## config.mk

```make
export PLATFORM = sky130hd
export DESIGN_NAME = sort_stream_kv
export DESIGN_NICKNAME = d
export VERILOG_FILES = /design/src/rtl/sort_stream_kv.sv
export SDC_FILE = /design/constraint.sdc
export NUM_CORES = 2
export LEC_CHECK = 0
export BUFFER_PORTS_ARGS = -buffer_cell sky130_fd_sc_hd__clkbuf_2
export CAP_MARGIN = 10
export CORE_MARGIN = 2
export CORE_UTILIZATION = 40
export DETAILED_ROUTE_END_ITERATION = 7
export HOLD_SLACK_MARGIN = 0.08
export PLACE_DENSITY = 0.63
export SETUP_SLACK_MARGIN = 0.05
export SLEW_MARGIN = 40
export SYNTH_ARGS = -nofsm -noshare
export SYNTH_HDL_FRONTEND = slang
export SYNTH_SLANG_ARGS = --single-unit
export TNS_END_PERCENT = 20
```

## constraint.sdc

```tcl
create_clock -name clk -period 4.66 [get_ports clk]
set_input_delay 1.398 -clock clk [delete_from_list [all_inputs] [get_ports clk]]
set_output_delay 1.398 -clock clk [all_outputs]
set_load 0.03 [all_outputs]
```

## src/rtl/sort_stream_kv.sv

```systemverilog
// Framed key/tag sorter: loads up to SIZE records, sorts them stably with an
// odd-even transposition network, then streams them out smallest (or largest) first.
module sort_stream_kv #(
  parameter int unsigned SIZE  = 8,
  parameter int unsigned KEY_W = 32,
  parameter int unsigned TAG_W = 8
) (
  input  logic             clk,
  input  logic             rst_n,
  input  logic             descend,
  input  logic             in_valid,
  output logic             in_ready,
  input  logic [KEY_W-1:0] in_key,
  input  logic [TAG_W-1:0] in_tag,
  input  logic             in_last,
  output logic             out_valid,
  input  logic             out_ready,
  output logic [KEY_W-1:0] out_key,
  output logic [TAG_W-1:0] out_tag,
  output logic             out_last,
  output logic             busy
);

  localparam int unsigned CNT_W = $clog2(SIZE + 1);

  typedef enum logic [1:0] {
    LOAD = 2'd0,
    SORT = 2'd1,
    OUT  = 2'd2
  } state_t;

  state_t           state, state_nxt;
  logic [CNT_W-1:0] count, count_nxt;
  logic [CNT_W-1:0] pcnt, pcnt_nxt;
  logic             desc_q, desc_nxt;
  logic             phase, phase_nxt;
  logic             quiet, quiet_nxt;
  logic             any_swap;

  logic             cv     [SIZE];
  logic [KEY_W-1:0] ck     [SIZE];
  logic [TAG_W-1:0] ct     [SIZE];
  logic             cv_nxt [SIZE];
  logic [KEY_W-1:0] ck_nxt [SIZE];
  logic [TAG_W-1:0] ct_nxt [SIZE];

  logic in_ready_nxt, out_valid_nxt, out_last_nxt, busy_nxt;
  logic do_swap;

  // Next-state, cell network and registered-output decode
  always_comb begin
    state_nxt = state;
    count_nxt = count;
    pcnt_nxt  = pcnt;
    desc_nxt  = desc_q;
    phase_nxt = phase;
    quiet_nxt = quiet;
    any_swap  = 1'b0;
    do_swap   = 1'b0;
    cv_nxt    = cv;
    ck_nxt    = ck;
    ct_nxt    = ct;

    case (state)
      LOAD: begin
        if (in_valid && in_ready) begin
          for (int i = 0; i < int'(SIZE); i++) begin
            if (count == CNT_W'(i)) begin
              cv_nxt[i] = 1'b1;
              ck_nxt[i] = in_key;
              ct_nxt[i] = in_tag;
            end
          end
          if (count == '0) desc_nxt = descend;
          count_nxt = count + CNT_W'(1);
          if (in_last || (count_nxt == CNT_W'(SIZE))) begin
            state_nxt = SORT;
            phase_nxt = 1'b0;
            quiet_nxt = 1'b0;
            pcnt_nxt  = '0;
          end
        end
      end

      SORT: begin
        // Pairs are disjoint within a phase, so every pair reads the current cells
        for (int i = 0; i < int'(SIZE) - 1; i++) begin
          if (1'(i) == phase) begin
            if (!cv[i] && cv[i+1])
              do_swap = 1'b1;
            else if (cv[i] && cv[i+1])
              do_swap = desc_q ? (ck[i] < ck[i+1]) : (ck[i] > ck[i+1]);
            else
              do_swap = 1'b0;
            if (do_swap) begin
              cv_nxt[i]   = cv[i+1];
              ck_nxt[i]   = ck[i+1];
              ct_nxt[i]   = ct[i+1];
              cv_nxt[i+1] = cv[i];
              ck_nxt[i+1] = ck[i];
              ct_nxt[i+1] = ct[i];
            end
            any_swap = any_swap | do_swap;
          end
        end
        phase_nxt = ~phase;
        pcnt_nxt  = pcnt + CNT_W'(1);
        quiet_nxt = ~any_swap;
        if ((!any_swap && quiet) || (pcnt == CNT_W'(SIZE - 1))) state_nxt = OUT;
      end

      OUT: begin
        if (out_valid && out_ready) begin
          for (int i = 0; i < int'(SIZE) - 1; i++) begin
            cv_nxt[i] = cv[i+1];
            ck_nxt[i] = ck[i+1];
            ct_nxt[i] = ct[i+1];
          end
          cv_nxt[SIZE-1] = 1'b0;
          ck_nxt[SIZE-1] = '0;
          ct_nxt[SIZE-1] = '0;
          count_nxt      = count - CNT_W'(1);
          if (count == CNT_W'(1)) state_nxt = LOAD;
        end
      end

      default: state_nxt = LOAD;
    endcase

    in_ready_nxt  = (state_nxt == LOAD);
    out_valid_nxt = (state_nxt == OUT);
    out_last_nxt  = (state_nxt == OUT) && (count_nxt == CNT_W'(1));
    busy_nxt      = (state_nxt != LOAD);
  end

  // State and storage registers
  always_ff @(posedge clk) begin
    if (!rst_n) begin
      state     <= LOAD;
      count     <= '0;
      pcnt      <= '0;
      desc_q    <= 1'b0;
      phase     <= 1'b0;
      quiet     <= 1'b0;
      in_ready  <= 1'b0;
      out_valid <= 1'b0;
      out_last  <= 1'b0;
      busy      <= 1'b0;
      for (int i = 0; i < int'(SIZE); i++) begin
        cv[i] <= 1'b0;
        ck[i] <= '0;
        ct[i] <= '0;
      end
    end else begin
      state     <= state_nxt;
      count     <= count_nxt;
      pcnt      <= pcnt_nxt;
      desc_q    <= desc_nxt;
      phase     <= phase_nxt;
      quiet     <= quiet_nxt;
      in_ready  <= in_ready_nxt;
      out_valid <= out_valid_nxt;
      out_last  <= out_last_nxt;
      busy      <= busy_nxt;
      cv        <= cv_nxt;
      ck        <= ck_nxt;
      ct        <= ct_nxt;
    end
  end

  assign out_key = ck[0];
  assign out_tag = ct[0];

endmodule

```

=== Word-level counts from Yosys, hierarchy flattened ===
Cells that the tools add are included.

* Register bits: 345
* Logic and storage cells: 276
* Input bits: 46

* Reductions and logical operators: 44
* $lt $le $gt $ge: 14
* $add $sub $neg: 3
* Muxes and demuxes: 146
* Bitwise logic cells: 8
* Equality and inequality tests: 27

{| class="wikitable"
|+ Operators by type and width
! kind !! count
|-
| $mux 64 || 18
|-
| $pmux 256 s3 || 1
|-
| $mux 256 || 2
|-
| $mux 16 || 16
|-
| $mux 32 || 8
|-
| $gt 32x32->1 || 7
|-
| $lt 32x32->1 || 7
|-
| $pmux 64 s3 || 1
|-
| $mux 8 || 10
|-
| $mux 1 || 59
|-
| $mux 2 || 21
|-
| $ne 2x2->1 const B || 14
|-
| $pmux 8 s3 || 1
|-
| $reduce_and 4->1 || 6
|-
| $eq 4x3->1 const B || 5
|-
| $logic_and 1x1->1 || 18
|-
| $mux 4 || 4
|-
| $pmux 4 s2 || 2
|-
| $reduce_and 6->1 || 2
|-
| $add 4x1->4 const B || 2
|-
| $eq 4x1->1 const B || 2
|-
| $eq 4x2->1 const B || 2
|-
| $logic_not 1->1 || 8
|-
| $or 1x1->1 || 6
|-
| 13 further kinds || 20
|}

=== Logic depth before layout (Yosys ltp) ===
* Depth after elaboration: 33
* Mapped depth: 16

=== Worst setup path after synthesis ===
No wires, ideal clock.

* Kind: register -> register
* Start: register ck[110] in the netlist's numbering
* End: register ct[32] in the netlist's numbering
* Stages on the path, launching flop included: 16
* Required time: 4528 ps
* Buffers on the path: 3
* Slack: 1254 ps
* Data arrival time: 3273 ps
* Clock period less this slack: 3406 ps
* Cells stage by stage: dfxtp_1 -> inv_1 -> ha_1 -> nand4_1 -> or4_1 -> a21o_1 -> o211ai_1 -> a21oi_1 -> xnor2_1 -> o2111ai_1 -> clkbuf_1 -> clkbuf_1 -> buf_1 -> a21oi_1 -> a221oi_1 -> a21oi_1

* Longest elaborated chain between the ends: 9
* Elaborated cells on any way between the ends: 10
* Classes of those cells: order compare (2); mux (8)

{| class="wikitable"
|+ Ends and longest elaborated chain
! element !! RTL line !! RTL
|-
| start, declared || 41 || <nowiki>logic [KEY_W-1:0] ck [SIZE];</nowiki>
|-
| start signal, assigned || 166 || <nowiki>ck <= ck_nxt;</nowiki>
|-
| $gt 32x32->1 / $lt 32x32->1 (equally long branches) || 92 || <nowiki>do_swap = desc_q ? (ck[i] < ck[i+1]) : (ck[i] > ck[i+1]);</nowiki>
|-
| $mux 1 * || 92 ||
|-
| $mux 1 * || 91 || <nowiki>else if (cv[i] && cv[i+1])</nowiki>
|-
| $mux 1 * || 89 || <nowiki>if (!cv[i] && cv[i+1])</nowiki>
|-
| $mux 1 * || 88 || <nowiki>if (1'(i) == phase) begin</nowiki>
|-
| $mux 1 * || 64 || <nowiki>case (state)</nowiki>
|-
| $mux 16 * || 95 || <nowiki>if (do_swap) begin</nowiki>
|-
| $mux 16 * || 88 ||
|-
| $pmux 64 s3 * || 64 ||
|-
| end signal, assigned || 167 || <nowiki>ct <= ct_nxt;</nowiki>
|-
| end, declared || 42 || <nowiki>logic [TAG_W-1:0] ct [SIZE];</nowiki>
|}

Mark *: on every way between the ends. The rest lies on a longest branch, timed or not. The select of a mux whose other input is x is not followed.
A chain may end at the register's enable or synchronous reset.

=== Worst setup path after layout ===
* Start: register ck[7] in the netlist's numbering
* End: register ck[38] in the netlist's numbering

* Longest elaborated chain between the ends: 9
* Elaborated cells on any way between the ends: 10
* Classes of those cells: order compare (2); mux (8)

{| class="wikitable"
|+ Ends and longest elaborated chain
! element !! RTL line
|-
| $gt 32x32->1 / $lt 32x32->1 (equally long branches) || 92
|-
| $mux 1 * || 92
|-
| $mux 1 * || 91
|-
| $mux 1 * || 89
|-
| $mux 1 * || 88
|-
| $mux 1 * || 64
|-
| $mux 64 * || 95
|-
| $mux 64 * || 88
|-
| $pmux 256 s3 * || 64
|}

Marks and branches as above.

==> reports/qor.csv <==
stage,metric,value,unit
status,status,"finished, final reports clean",
job,max_cap viols,0,
cells_and_area,layout cells sized above 1,8.749,%
timing,clock skew,0.02254,ns
cts,setup bufs post-CTS,0,
critical_path,"slowest stage delay, CP",0.55,ns
die,die area,0.06471,mm2
routing,vias,23830,
cells_and_area,NumNets Final,3438,
logic_synthesis,post-synthesis register bit count,345,
logic_synthesis,Synth top area share,27.54,%
timing,minimum clock period,4.138,ns
power,Psw,3.047,mW
logic_synthesis,syn avg cell area,7.638,um2
cts,Clock transition at path regs,0.06,ns
die,I/O pin cnt,90,
critical_path,FF-to-FF path depth,14,
logic_synthesis,Area contributors post-synth,"dfxtp_1 (28%), ha_1 (12%), a21oi_1 (12%)",
logic_synthesis,asr flop ratio synth,0,%
routing,Via density,5.919,
logic_synthesis,Synth Net Count,3562,
cells_and_area,n_diodes,0,
routing,DR DRC count,0,
power,total leakage power,11.60,nW
cts,CTS tree,yes,
global_route,antenna violations before repair,0,
critical_path,critical path capture point type,flop,
placement,post-DP HPWL,54630,um
placement,Placed Cells,3951,
cts,cts-stage hold buffer count,0,
global_route,GRT Overall Usage,23.79,%
logic_synthesis,Mapped Cells,3283,
critical_path,Reg2Reg Setup Slack,0.52,ns
global_route,largest net degree at the start of global routing,181,
cts,Clock Root Buffer,clkbuf_16,
power,Power Dens Cells,332.1,mW/mm2
timing,Setup TNS,0,ns
timing,setup violators final,0,
die,chip width,254.4,um
timing,Slew Limit Fails,0,
global_route,grt ovf,0,
cells_and_area,register area,0.006907,mm2
routing,1st-iter DRT viols,1641,
global_route,vias in the first global route,22320,
cts,number of buffers created by CTS,41,
timing,Final Cycle Share,88.80,%
power,total internal power,6.122,mW
critical_path,capturing point of the worst reg2reg path,ck[38],
global_route,first-pass GRT wire length,124600,um
power,clock power share,38.0,%
cells_and_area,area grow syn2layout,10.08,%
logic_synthesis,top_reg_cell synth,dfxtp_1,
logic_synthesis,"Seq/Total Area, Yosys",27.54,%
cts,post-CTS resize count,0,
cts,CTS Sinks,345,
routing,final WL,78540,um
power,sequential share of power,36.9,%
cts,Clock Latency Late Sink,0.58,ns
critical_path,crit path max-delay cell type,o31ai_1,
cts,Longest Clk Path Bufs,3,
logic_synthesis,Synth cell types,59,
critical_path,Worst Setup Start Kind,flop,
critical_path,"Max FO, Critical Path",38,
cells_and_area,fill cell total of the finished layout,6336,
cells_and_area,Multi-input gate area,0.01607,mm2
critical_path,worst-path cell chain,inv_1 > ha_1 > a21oi_1 > o21ai_0 > a221o_1 > o31ai_1 > nand2b_1 > o2111a_1 > nor2_1 > and2_1 > or2_1 > buf_4 > a2111oi_0 > a211oi_1,
die,Die Ht,254.4,um
cells_and_area,most frequent cells in the layout,"a21oi_1 (579), dfxtp_1 (345), o21ai_0 (310)",
timing,Max Clk Rate,241.7,MHz
power,Combinational Power Share,25.2,%
timing,final hold violations,0,
hold_path,HP Class,reg -> reg,
timing,Slew headroom,42.71,%
placement,I/O Buffers,89,
logic_synthesis,cell area after synthesis,0.02508,mm2
critical_path,worst setup path category,reg -> reg,
logic_synthesis,largest area contributor in the netlist,dfxtp_1,
routing,WL/cell,19.51,um
logic_synthesis,YS warnings,0,
routing,DRT Pass-1 Iters,5,
power,worst vdd ir,250.5,uV
timing,Least-Margin Pin Slew,0.8576,ns
hold_path,Worst Hold Depth,2,
critical_path,R2R Path Start,ck[7],
critical_path,Critical Path Start,ck[7],
cells_and_area,"commonest non-fill, non-tap cell in the layout",a21oi_1,
timing,RSZ-0062 raised after global routing,false,
power,Net Sw Frac,33.23,%
cts,# H-tree levels,2,
routing,Final ANT Viol Nets,0,
die,row count,91,
critical_path,critical path required time,5.09,ns
die,core area,0.06183,mm2
logic_synthesis,Post-synth EDFFs,0,
cells_and_area,final std cells w/o fill,4026,
critical_path,crit path DAT,4.57,ns
placement,GPL Wtd Cong,0.8814,
die,Starting Density,40.56,%
critical_path,crit path capture,ck[38],
timing,Final WS setup,0.5220,ns
placement,Place WS,0.5657,ns
flip-flops by register name, summed over array words and instances, names as in the netlist, 2 cells and up:
register / count
cv: 8
ct: 56
state: 2
ck: 224
count: 4
out_tag: 8
out_key: 32
pcnt: 4
cell families (layout without fill, tap and decap cells):
kind of cell    Yosys count  count (layout)  synth area share, %
compound gates         1367            1367                33.13
xor+xnor                  9               9               0.3144
fa+ha+maj               233             233                11.63
buf+inv                 572             478                9.340
flops                   345             345                27.54
mux                     206             206                8.223
simple gates            551             551                9.824
worst max-delay path: cells and delay by family, from the launching register on:
| kind | cells | cell delay, ns |
|---|---|---|
| compound gates | 7 | 2.30 |
| fa+ha+maj | 1 | 0.30 |
| buf+inv | 2 | 0.32 |
| flops | 1 | 0.35 |
| simple gates | 4 | 0.68 |
routing by layer:
metal | GRT usage, % | vias to the layer above | wire length [um]
met1 | 29.23 | 11280 | 33110
met5 | 0 | - | 0
met3 | 2.409 | 159 | 3172
met2 | 42.66 | 544 | 39480
li1 | - | 11850 | -
met4 | 9.059 | 0 | 2779
through the flow:
step	utilization, %	hold WS [ns]	instance area, um2	power [mW]
2_1_floorplan	-	0.4319	25080	5.008
3_3_place_gp	42.06	0.4411	26000	5.699
3_5_place_dp	42.27	0.4494	26140	5.722
4_1_cts	44.58	0.4588	27560	9.213
5_1_grt	44.65	0.4900	27610	9.631
6_report	44.65	0.4600	27610	9.168
area by class of cell:
class / instances / area share [%]
flip-flops and latches: 345 / 25.02
repair buffers: 160 / 4.478
clock buffers: 64 / 4.546
clock inverters: 9 / 0.6300
multi-input cells: 2366 / 58.20
inverters: 245 / 3.331
well taps: 837 / 3.794
worst min path at each step:
stage,slack [ns],startpoint,end
after floorplan,0.43,quiet,quiet
after global placement,0.44,quiet,quiet
after detailed placement,0.45,quiet,quiet
after CTS,0.46,quiet,quiet
after global routing,0.49,quiet,quiet
final,0.46,quiet,quiet
power groups by stage:
| stage | Combinational, mW | Sequential (mW) | Clock [mW] |
|---|---|---|---|
| 5_1_grt | 2.56 | 3.41 | 3.66 |
| 2_1_floorplan | 1.65 | 3.36 | 0 |
| 6_report | 2.31 | 3.38 | 3.48 |
| 4_1_cts | 2.29 | 3.38 | 3.54 |
| 3_5_place_dp | 2.28 | 3.44 | 0 |
| 3_3_place_gp | 2.26 | 3.44 | 0 |
cell usage after synthesis (all sizes together), types with 66 or more instances:
| master | instances |
|---|---|
| o21ai | 311 |
| a221oi | 137 |
| a2111oi | 69 |
| ha | 233 |
| clkbuf | 244 |
| dfxtp | 345 |
| inv | 245 |
| buf | 83 |
| mux2i | 206 |
| a21oi | 581 |
| nand2 | 141 |
| a211oi | 66 |
| nor2 | 243 |
| o211ai | 91 |
(Power assumes the default switching activity.)
